File: src/rtl/hgcal_fast_command_scheduler.sv
// Fast-control command sequencer: one 8-bit command per bunch crossing.
// Tracks BX/orbit, forces BCR at BCR_BX and arbitrates L1A, calibration, ECR and link reset.
module hgcal_fast_command_scheduler #(
    parameter int         ORBIT_LEN     = 3564,
    parameter int         BCR_BX        = 0,
    parameter int         CAL_L1A_DELAY = 20,
    parameter logic [7:0] IDLE_CODE     = 8'hAC,
    parameter logic [7:0] L1A_CODE      = 8'h2D,
    parameter logic [7:0] BCR_CODE      = 8'h33,
    parameter logic [7:0] CAL_CODE      = 8'h4B,
    parameter logic [7:0] ECR_CODE      = 8'h55,
    parameter logic [7:0] LRST_CODE     = 8'h66
) (
    input  logic        clk40,
    input  logic        rstn,
    input  logic        enable,
    input  logic        l1a_req,
    input  logic        calib_req,
    input  logic        ecr_req,
    input  logic        linkreset_req,
    output logic [7:0]  command,
    output logic [11:0] bx_counter,
    output logic [15:0] orbit_counter,
    output logic        l1a_sent,
    output logic        ecr_ack,
    output logic        linkreset_ack,
    output logic        calib_reject,
    output logic        l1a_overflow
);

    localparam int DLY_W = $clog2(CAL_L1A_DELAY) + 1;

    typedef enum logic [1:0] {C_IDLE, C_PULSE, C_WAIT} cal_state_t;

    logic [7:0]       command_reg, command_next;
    logic [11:0]      bx_reg, bx_next;
    logic [15:0]      orbit_reg, orbit_next;
    logic             l1a_sent_reg, l1a_sent_next;
    logic             calib_reject_reg, calib_reject_next;
    logic             l1a_overflow_reg, l1a_overflow_next;
    logic [2:0]       pending_reg, pending_next;
    cal_state_t       cal_state_reg, cal_state_next;
    logic [DLY_W-1:0] delay_reg, delay_next;

    logic       bcr_slot, cal_due, cal_blocked;
    logic       emit_pending, emit_cal_l1a, emit_cal;
    logic [3:0] pending_sum;
    logic [1:0] lvl_req, lvl_pend, lvl_ack, lvl_issue;

    always_comb begin
        bx_next    = bx_reg + 12'd1;
        orbit_next = orbit_reg;
        if (bx_reg == 12'(ORBIT_LEN - 1)) begin
            bx_next    = '0;
            orbit_next = orbit_reg + 16'd1;
        end
    end

    assign bcr_slot = (bx_next == 12'(BCR_BX));
    assign cal_due  = (cal_state_reg == C_WAIT) && (delay_reg == '0);

    // One slot per BX; BCR wins even when disabled.
    always_comb begin
        command_next = IDLE_CODE;
        emit_pending = 1'b0;
        emit_cal_l1a = 1'b0;
        emit_cal     = 1'b0;
        cal_blocked  = 1'b0;
        lvl_issue    = 2'b00;
        if (bcr_slot) begin
            command_next = BCR_CODE;
            cal_blocked  = enable & cal_due;
        end else if (enable) begin
            if (cal_due) begin
                command_next = L1A_CODE;
                emit_cal_l1a = 1'b1;
            end else if (pending_reg != 3'd0) begin
                command_next = L1A_CODE;
                emit_pending = 1'b1;
            end else if (cal_state_reg == C_PULSE) begin
                command_next = CAL_CODE;
                emit_cal     = 1'b1;
            end else if (lvl_pend[0]) begin
                command_next = ECR_CODE;
                lvl_issue[0] = 1'b1;
            end else if (lvl_pend[1]) begin
                command_next = LRST_CODE;
                lvl_issue[1] = 1'b1;
            end
        end
    end

    assign l1a_sent_next = emit_cal_l1a | emit_pending;

    // A blocked calibration L1A is folded into the pending count.
    always_comb begin
        pending_sum       = {1'b0, pending_reg} + {3'd0, l1a_req} + {3'd0, cal_blocked}
                          - {3'd0, emit_pending};
        pending_next      = (pending_sum > 4'd7) ? 3'd7 : pending_sum[2:0];
        l1a_overflow_next = (pending_sum > 4'd7);
        if (!enable) begin
            pending_next      = 3'd0;
            l1a_overflow_next = 1'b0;
        end
    end

    always_comb begin
        cal_state_next    = cal_state_reg;
        delay_next        = delay_reg;
        calib_reject_next = 1'b0;
        if (!enable) begin
            cal_state_next = C_IDLE;
            delay_next     = '0;
        end else begin
            calib_reject_next = calib_req && (cal_state_reg != C_IDLE);
            case (cal_state_reg)
                C_IDLE: begin
                    if (calib_req)
                        cal_state_next = C_PULSE;
                end
                C_PULSE: begin
                    if (emit_cal) begin
                        cal_state_next = C_WAIT;
                        delay_next     = DLY_W'(CAL_L1A_DELAY - 1);
                    end
                end
                C_WAIT: begin
                    if (cal_due)
                        cal_state_next = C_IDLE;
                    else
                        delay_next = delay_reg - DLY_W'(1);
                end
                default: cal_state_next = C_IDLE;
            endcase
        end
    end

    always_ff @(posedge clk40 or negedge rstn) begin
        if (!rstn) begin
            command_reg      <= IDLE_CODE;
            bx_reg           <= 12'(ORBIT_LEN - 1);
            orbit_reg        <= '0;
            l1a_sent_reg     <= 1'b0;
            calib_reject_reg <= 1'b0;
            l1a_overflow_reg <= 1'b0;
            pending_reg      <= 3'd0;
            cal_state_reg    <= C_IDLE;
            delay_reg        <= '0;
        end else begin
            command_reg      <= command_next;
            bx_reg           <= bx_next;
            orbit_reg        <= orbit_next;
            l1a_sent_reg     <= l1a_sent_next;
            calib_reject_reg <= calib_reject_next;
            l1a_overflow_reg <= l1a_overflow_next;
            pending_reg      <= pending_next;
            cal_state_reg    <= cal_state_next;
            delay_reg        <= delay_next;
        end
    end

    // Level-held requests (0 = ECR, 1 = link reset); the sample taken while ack is showing is ignored.
    assign lvl_req = {linkreset_req, ecr_req};

    for (genvar gi = 0; gi < 2; gi++) begin : g_lvl
        logic pend_reg;
        logic ack_reg;
        always_ff @(posedge clk40 or negedge rstn) begin
            if (!rstn) begin
                pend_reg <= 1'b0;
                ack_reg  <= 1'b0;
            end else begin
                pend_reg <= enable & ~lvl_issue[gi] & (pend_reg | (lvl_req[gi] & ~ack_reg));
                ack_reg  <= lvl_issue[gi];
            end
        end
        assign lvl_pend[gi] = pend_reg;
        assign lvl_ack[gi]  = ack_reg;
    end

    assign command       = command_reg;
    assign bx_counter    = bx_reg;
    assign orbit_counter = orbit_reg;
    assign l1a_sent      = l1a_sent_reg;
    assign calib_reject  = calib_reject_reg;
    assign l1a_overflow  = l1a_overflow_reg;
    assign ecr_ack       = lvl_ack[0];
    assign linkreset_ack = lvl_ack[1];

endmodule

File: config.mk
export PLATFORM = sky130hd
export DESIGN_NAME = hgcal_fast_command_scheduler
export DESIGN_NICKNAME = d
export VERILOG_FILES = /design/src/rtl/hgcal_fast_command_scheduler.sv
export SDC_FILE = /design/constraint.sdc
export NUM_CORES = 1
export LEC_CHECK = 0
export CAP_MARGIN = 15
export CORE_MARGIN = 1
export CORE_UTILIZATION = 31
export CTS_CLUSTER_DIAMETER = 40
export CTS_CLUSTER_SIZE = 14
export DETAILED_ROUTE_END_ITERATION = 10
export PLACE_DENSITY_LB_ADDON = 0.12
export SKIP_LAST_GASP = 1
export SLEW_MARGIN = 20
export SYNTH_ARGS = -nofsm -noshare
export SYNTH_HDL_FRONTEND = slang
export SYNTH_SLANG_ARGS = --single-unit
File: constraint.sdc
create_clock -name clk40 -period 10 [get_ports clk40]
set_input_delay 3 -clock clk40 [delete_from_list [all_inputs] [get_ports clk40]]
set_output_delay 3 -clock clk40 [all_outputs]
set_load 0.01 [all_outputs]
==> results of run 1 <==
==> path summary, 6_finish.rpt <==
path / cells after the start / to / startpoint / slack (ns)
worst max register to register: 13 / pending_reg[2] / bx_counter[0] / 5.79
worst min-delay path: 1 / orbit_counter[15] / orbit_counter[15] / 0.48
min in group asynchronous: 2 / orbit_counter[0] / rstn / 2.81
max in group asynchronous: 2 / delay_reg[1] / rstn / 6.74
worst max-delay path: 8 / pending_reg[2] / enable / 4.54
worst min register to register: 1 / orbit_counter[15] / orbit_counter[15] / 0.48
==> metal layers <==
| metal | part of all wire | vias up | global-route usage | wire length, um |
|---|---|---|---|---|
| li1 | - | 1001 | - | - |
| met3 | 0.049 | 5 | 0.0276 | 267 |
| met1 | 0.49 | 967 | 0.191 | 2670 |
| met4 | 0.011 | 0 | 0.0373 | 61 |
| met5 | 0 | - | 0 | 0 |
| met2 | 0.45 | 48 | 0.200 | 2450 |
==> layout by cell type, fill, tap and decap left out, types with 8 or more instances in the layout <==
cell type | Yosys | layout
clkdlybuf4s50_1 | 0 | 46
dfrtp_1 | 41 | 41
nor2_1 | 27 | 27
nand2_1 | 23 | 23
xnor2_1 | 16 | 16
dfstp_2 | 13 | 13
nand3_1 | 12 | 12
xor2_1 | 12 | 12
nor3_1 | 11 | 11
inv_1 | 10 | 10
nand4_1 | 10 | 10
o21ai_0 | 8 | 8
ha_1 | 8 | 8
==> cell families after synthesis <==
kind of cell               after synthesis  share of synthesized area
AOI/OAI and AO/OA                       33                     0.0899
DFF                                     54                      0.501
buffers and inverters                   21                     0.0312
and+or+nand+nor                        114                      0.224
xor gates and xnor gates                28                     0.0899
adders and majority gates               10                     0.0514
muxes                                    3                     0.0119
==> power by group <==
part | internal (mW) | total, mW | switching (mW) | leakage [nW]
Combinational | 0.0702 | 0.149 | 0.0791 | 0.730
Sequential | 0.243 | 0.258 | 0.0145 | 0.687
Clock | 0.0752 | 0.149 | 0.0742 | 0.0585
Total | 0.388 | 0.556 | 0.168 | 1.48
==> layout make-up <==
class                      instances  area, um2  area share
timing repair buffer              49        480       0.141
tap                              105        131      0.0386
sequential                        54       1370       0.402
clock buffer                       5       68.8      0.0202
multi-input combinational        188       1270       0.374
clock inverter                     3       43.8      0.0129
inverter                          10       37.5      0.0110
==> metrics by stage <==
stage / hold slack, ns / utilization
final: 0.478 / 0.406
after detailed placement: 0.464 / 0.393
after global routing: 0.522 / 0.406
after floorplan: 0.447 / -
after CTS: 0.482 / 0.406
after global placement: 0.457 / 0.393
==> worst register-to-register path, stage by stage (launching register included) <==
cell and delay [ns]:
dfstp_2 0.61, ha_1 0.33, nand2_1 0.15, nor4_4 0.79, a31oi_1 0.19, nor3_2 0.16, buf_4 0.26, nor4b_1 0.09
ha_1 0.31, inv_1 0.05, fa_1 0.43, fa_1 0.42, xor2_1 0.15, o21a_1 0.16
==> impl_metrics.json, run 1 <==
{
  "cts.clk_slew.worst_paths_ns": 0.10,
  "slew_viol_final": 0,
  "gp_congestion": 0.773,
  "wl_per_cell_um": 13.2,
  "hold_buffers": 0,
  "synth-async-reset-ratio": 1.00,
  "clockBufferDepth": 2,
  "die_y_um": 95.8,
  "finalCritPeriodShare": 0.546,
  "p_leak_nw": 1.48,
  "dp.cells": 406,
  "worstSkewPairLatency_ns": 0.31,
  "status": "complete, no violations",
  "syn-cell-area_um2": 2730,
  "fin_nets": 325,
  "hold_viol": 0,
  "yosysTopAreaCell": "dfrtp_1",
  "die_w_um": 95.8,
  "clock_skew_ns": 0.0106,
  "yosysMostFrequentCell": "dfrtp_1",
  "drt_iter0_markers": 62,
  "drive_above_1_share": 0.110,
  "synth_cells": 263,
  "vias_per_cell": 4.88,
  "path_class": "in2reg",
  "grt_pass1_vias": 1929,
  "setup_viol_count_final": 0,
  "cp_cell_sequence": "clkdlybuf4s50_1 -> nor4b_1 -> ha_1 -> inv_1 -> fa_1 -> fa_1 -> xor2_1 -> o21a_1",
  "grt-ovfl-total": 0,
  "syn_avg_cell_area_um2": 10.4,
  "grt_max_degree": 55,
  "synth_nets": 280,
  "synth.area.top_cells": "dfrtp_1, dfstp_2, xnor2_1",
  "required_ns": 10.19,
  "numCtsBuffers": 5,
  "finalPower_mw": 0.556,
  "ys_ff_latch": 54,
  "end_kind": "register",
  "crit_family": "adder cells",
  "cp-start-kind": "input pin",
  "area_growth_pct": 24.8,
  "vias": 2021,
  "yosysWarnings": 0,
  "cts_tree": "built",
  "cp_num_buf_inv": 2,
  "antenna_found_initial": 0,
  "setup_tns_ns": 0,
  "row_count": 33,
  "num_antenna_cells": 0,
  "worst_pin_slew_ns": 0.867,
  "ios": 48,
  "drc_errors": 0,
  "hp-class": "reg2reg",
  "drtPass1Iterations": 4,
  "synth_top_area_share": 0.376,
  "synthTopCellsByCount": "dfrtp_1, nor2_1, nand2_1",
  "cts.sinks": 54,
  "start_util": 0.325,
  "cts_root_buffer": "clkbuf_8",
  "p_per_area_nw_per_um2": 163,
  "setup_ws_ns": 4.54,
  "die_area_um2": 9180,
  "cpPeakStageDelay_ns": 0.80,
  "path_common_cell": "fa_1",
  "nFillCells": 852,
  "cp.arrival_ns": 5.66,
  "worstPathMaxFanout": 23,
  "cap_viol_max_count": 0,
  "ctsResizeCount": 0,
  "cts_max_level": 2,
  "pre_cts_slack_ns": 4.20,
  "ant_nets": 0,
  "dp_hpwl_um": 3710,
  "fin_crit_ns": 5.46,
  "synthFlopType": "dfrtp_1",
  "ir_worst_vdd_mv": 0.0796,
  "fin_area_um2": 3400,
  "placed_cell_area_um2": 3290,
  "track_usage": 0.132,
  "drt-total-wl_um": 5450,
  "stdcell_count": 414,
  "synth_edf_count": 0,
  "largest_register_ffs": 16,
  "grt_pass1_wl_um": 9360,
  "ys_seq_area_frac": 0.501,
  "clock.fmax_mhz": 183,
  "relSlewSlack": 0.418,
  "portBuffers": 47,
  "synth_cell_types": 43,
  "rsz0062_at_grt": "no",
  "cts_setup_buffers": 0,
  "coreArea_um2": 8380,
  "slowest_stage": "clkdlybuf4s50_1"
}
Power figures use the tool's default switching activity.
==> inputs of run 2 (changes only) <==
clock period = 4.8 ns   (was 10 ns; I/O delays follow)
==> run 2 against run 1 <==
Compared with the run above:
- final cell count increased by 0.72%
- register-to-register slack got worse by 4.8 ns
- first-iteration DRC count decreased by 4.8%
- clock power increased by 85%
- die area unchanged
- critical path depth increased by 6
- routed wire length increased by 0.92%
- worst setup slack got worse by 3.6 ns
- clock skew decreased by 0.0032 ns
- via count decreased by 0.15%
- flip-flop and latch count unchanged
- utilization increased by 0.12 points
==> impl_metrics.json, run 2 (synthesized netlist as in run 1, its figures left out) <==
{
  "status": "complete, no violations",
  "cp_cell_sequence": "ha_1 -> nand3_1 -> o21ai_0 -> o31ai_1 -> a31oi_1 -> nor3_2 -> buf_4 -> nor4b_1 -> ha_1 -> inv_1 -> fa_1 -> fa_1 -> xor2_1 -> o21a_1",
  "clkPwrFrac": 0.244,
  "clockBufferDepth": 2,
  "grt_max_degree": 33,
  "combPwrFrac": 0.281,
  "antenna_found_initial": 0,
  "portBuffers": 47,
  "grt-ovfl-total": 0,
  "nFillCells": 863,
  "vias": 2018,
  "regToRegStartpoint": "bx_counter[0]",
  "holdWs_ns": 0.468,
  "row_count": 33,
  "worstPathMaxFanout": 22,
  "cap_viol_max_count": 0,
  "setup_ws_ns": 0.988,
  "crit_family": "adder cells",
  "slowest_stage": "dfstp_2",
  "p_per_area_nw_per_um2": 331,
  "r2r_slack_ns": 0.99,
  "p_int_mw": 0.779,
  "drt_iter0_markers": 59,
  "track_usage": 0.135,
  "hold_viol": 0,
  "p_leak_nw": 1.48,
  "hold_buffers": 0,
  "wl_per_cell_um": 13.2,
  "p_sw_mw": 0.351,
  "cpPeakStageDelay_ns": 0.61,
  "drtPass1Iterations": 4,
  "slew_viol_final": 0,
  "pre_cts_slack_ns": 0.985,
  "cts_max_level": 2,
  "dp.cells": 409,
  "worst_r2r_path_depth": 14,
  "worstSkewPairLatency_ns": 0.31,
  "finalPower_mw": 1.13,
  "fin_nets": 328,
  "grt_pass1_wl_um": 9530,
  "cts.sinks": 54,
  "power_frac_seq": 0.474,
  "largest_register_ffs": 16,
  "ios": 48,
  "ir_worst_vdd_mv": 0.171,
  "holdPathEnd": "orbit_counter[15]",
  "clock_skew_ns": 0.00741,
  "hp-class": "reg2reg",
  "cp_num_buf_inv": 2,
  "grt_pass1_vias": 2005,
  "cts_tree": "built",
  "numCtsBuffers": 5,
  "final_cell_mix": "clkdlybuf4s50_1, dfrtp_1, nor2_1",
  "finalCritPeriodShare": 0.794,
  "ctsResizeCount": 0,
  "relSlewSlack": 0.512,
  "setup_viol_count_final": 0,
  "cts.clk_slew.worst_paths_ns": 0.10,
  "worst_pin_slew_ns": 0.733,
  "cp-start-kind": "register",
  "gp_congestion": 0.750,
  "hp-start": "orbit_counter[15]",
  "vias_per_cell": 4.84,
  "area_growth_pct": 25.2,
  "die_w_um": 95.8,
  "path_class": "reg2reg",
  "clock.fmax_mhz": 262,
  "cts_setup_buffers": 0,
  "regToRegEndpoint": "pending_reg[2]",
  "end_kind": "register",
  "fin_crit_ns": 3.81,
  "coreArea_um2": 8380,
  "stdcell_count": 417,
  "ant_nets": 0,
  "drive_above_1_share": 0.119,
  "cts_root_buffer": "clkbuf_8",
  "drt-total-wl_um": 5500,
  "num_antenna_cells": 0,
  "setup_tns_ns": 0,
  "cp.arrival_ns": 4.02,
  "die_area_um2": 9180,
  "required_ns": 5.00,
  "power_switching_share": 0.311,
  "dp_hpwl_um": 3960,
  "hold_depth": 1,
  "die_y_um": 95.8,
  "layout_commonest_cell": "clkdlybuf4s50_1",
  "drc_errors": 0,
  "start_util": 0.325,
  "path_depth": 14,
  "rsz0062_at_grt": "no"
}
[run 2: worst max-delay path by stage]
| stage | start | end | slack (ns) |
|---|---|---|---|
| after floorplan | bx_counter[0] | pending_reg[2] | 1.22 |
| after global placement | bx_counter[3] | pending_reg[2] | 1.09 |
| after detailed placement | bx_counter[0] | pending_reg[2] | 0.98 |
| after CTS | bx_counter[0] | pending_reg[2] | 0.98 |
| after global routing | bx_counter[0] | pending_reg[2] | 0.58 |
| final | bx_counter[0] | pending_reg[2] | 0.99 |
[run 2: worst register-to-register path, cell delays in order, from the launching register on]
cell and delay, ns:
dfstp_2 0.61, ha_1 0.32, nand3_1 0.20, o21ai_0 0.20, o31ai_1 0.10, a31oi_1 0.29
nor3_2 0.06, buf_4 0.21, nor4b_1 0.35, ha_1 0.17, inv_1 0.05, fa_1 0.43
fa_1 0.41, xor2_1 0.15, o21a_1 0.17
[run 2: per-stage QoR]
stage          instance area (um2)   util
5_1_grt                       3410  0.407
3_5_place_dp                  3310  0.395
6_report                      3410  0.407
4_1_cts                       3410  0.407
3_3_place_gp                  3310  0.395
2_1_floorplan                 2730      -
[run 2: metal layers]
metal | global-route usage | part of all wire
met1 | 0.185 | 0.50
met2 | 0.208 | 0.44
met3 | 0.0276 | 0.044
met4 | 0.0522 | 0.014
met5 | 0 | 0
[run 2: final cells by class]
class / count / area [um2] / share of cell area
Clock inverter: 2 / 17.5 / 0.00513
Timing Repair Buffer: 52 / 503 / 0.147
Multi-Input combinational cell: 188 / 1270 / 0.373
Tap cell: 105 / 131 / 0.0385
Sequential cell: 54 / 1370 / 0.401
Clock buffer: 6 / 82.6 / 0.0242
Inverter: 10 / 37.5 / 0.0110
[run 2: power groups by stage]
| stage | Clock, mW | Combinational (mW) | Sequential (mW) |
|---|---|---|---|
| after CTS | 0.296 | 0.324 | 0.537 |
| after floorplan | 0 | 0.208 | 0.548 |
| after global routing | 0.305 | 0.371 | 0.543 |
| final | 0.276 | 0.318 | 0.536 |
| after detailed placement | 0 | 0.323 | 0.545 |
| after global placement | 0 | 0.322 | 0.546 |
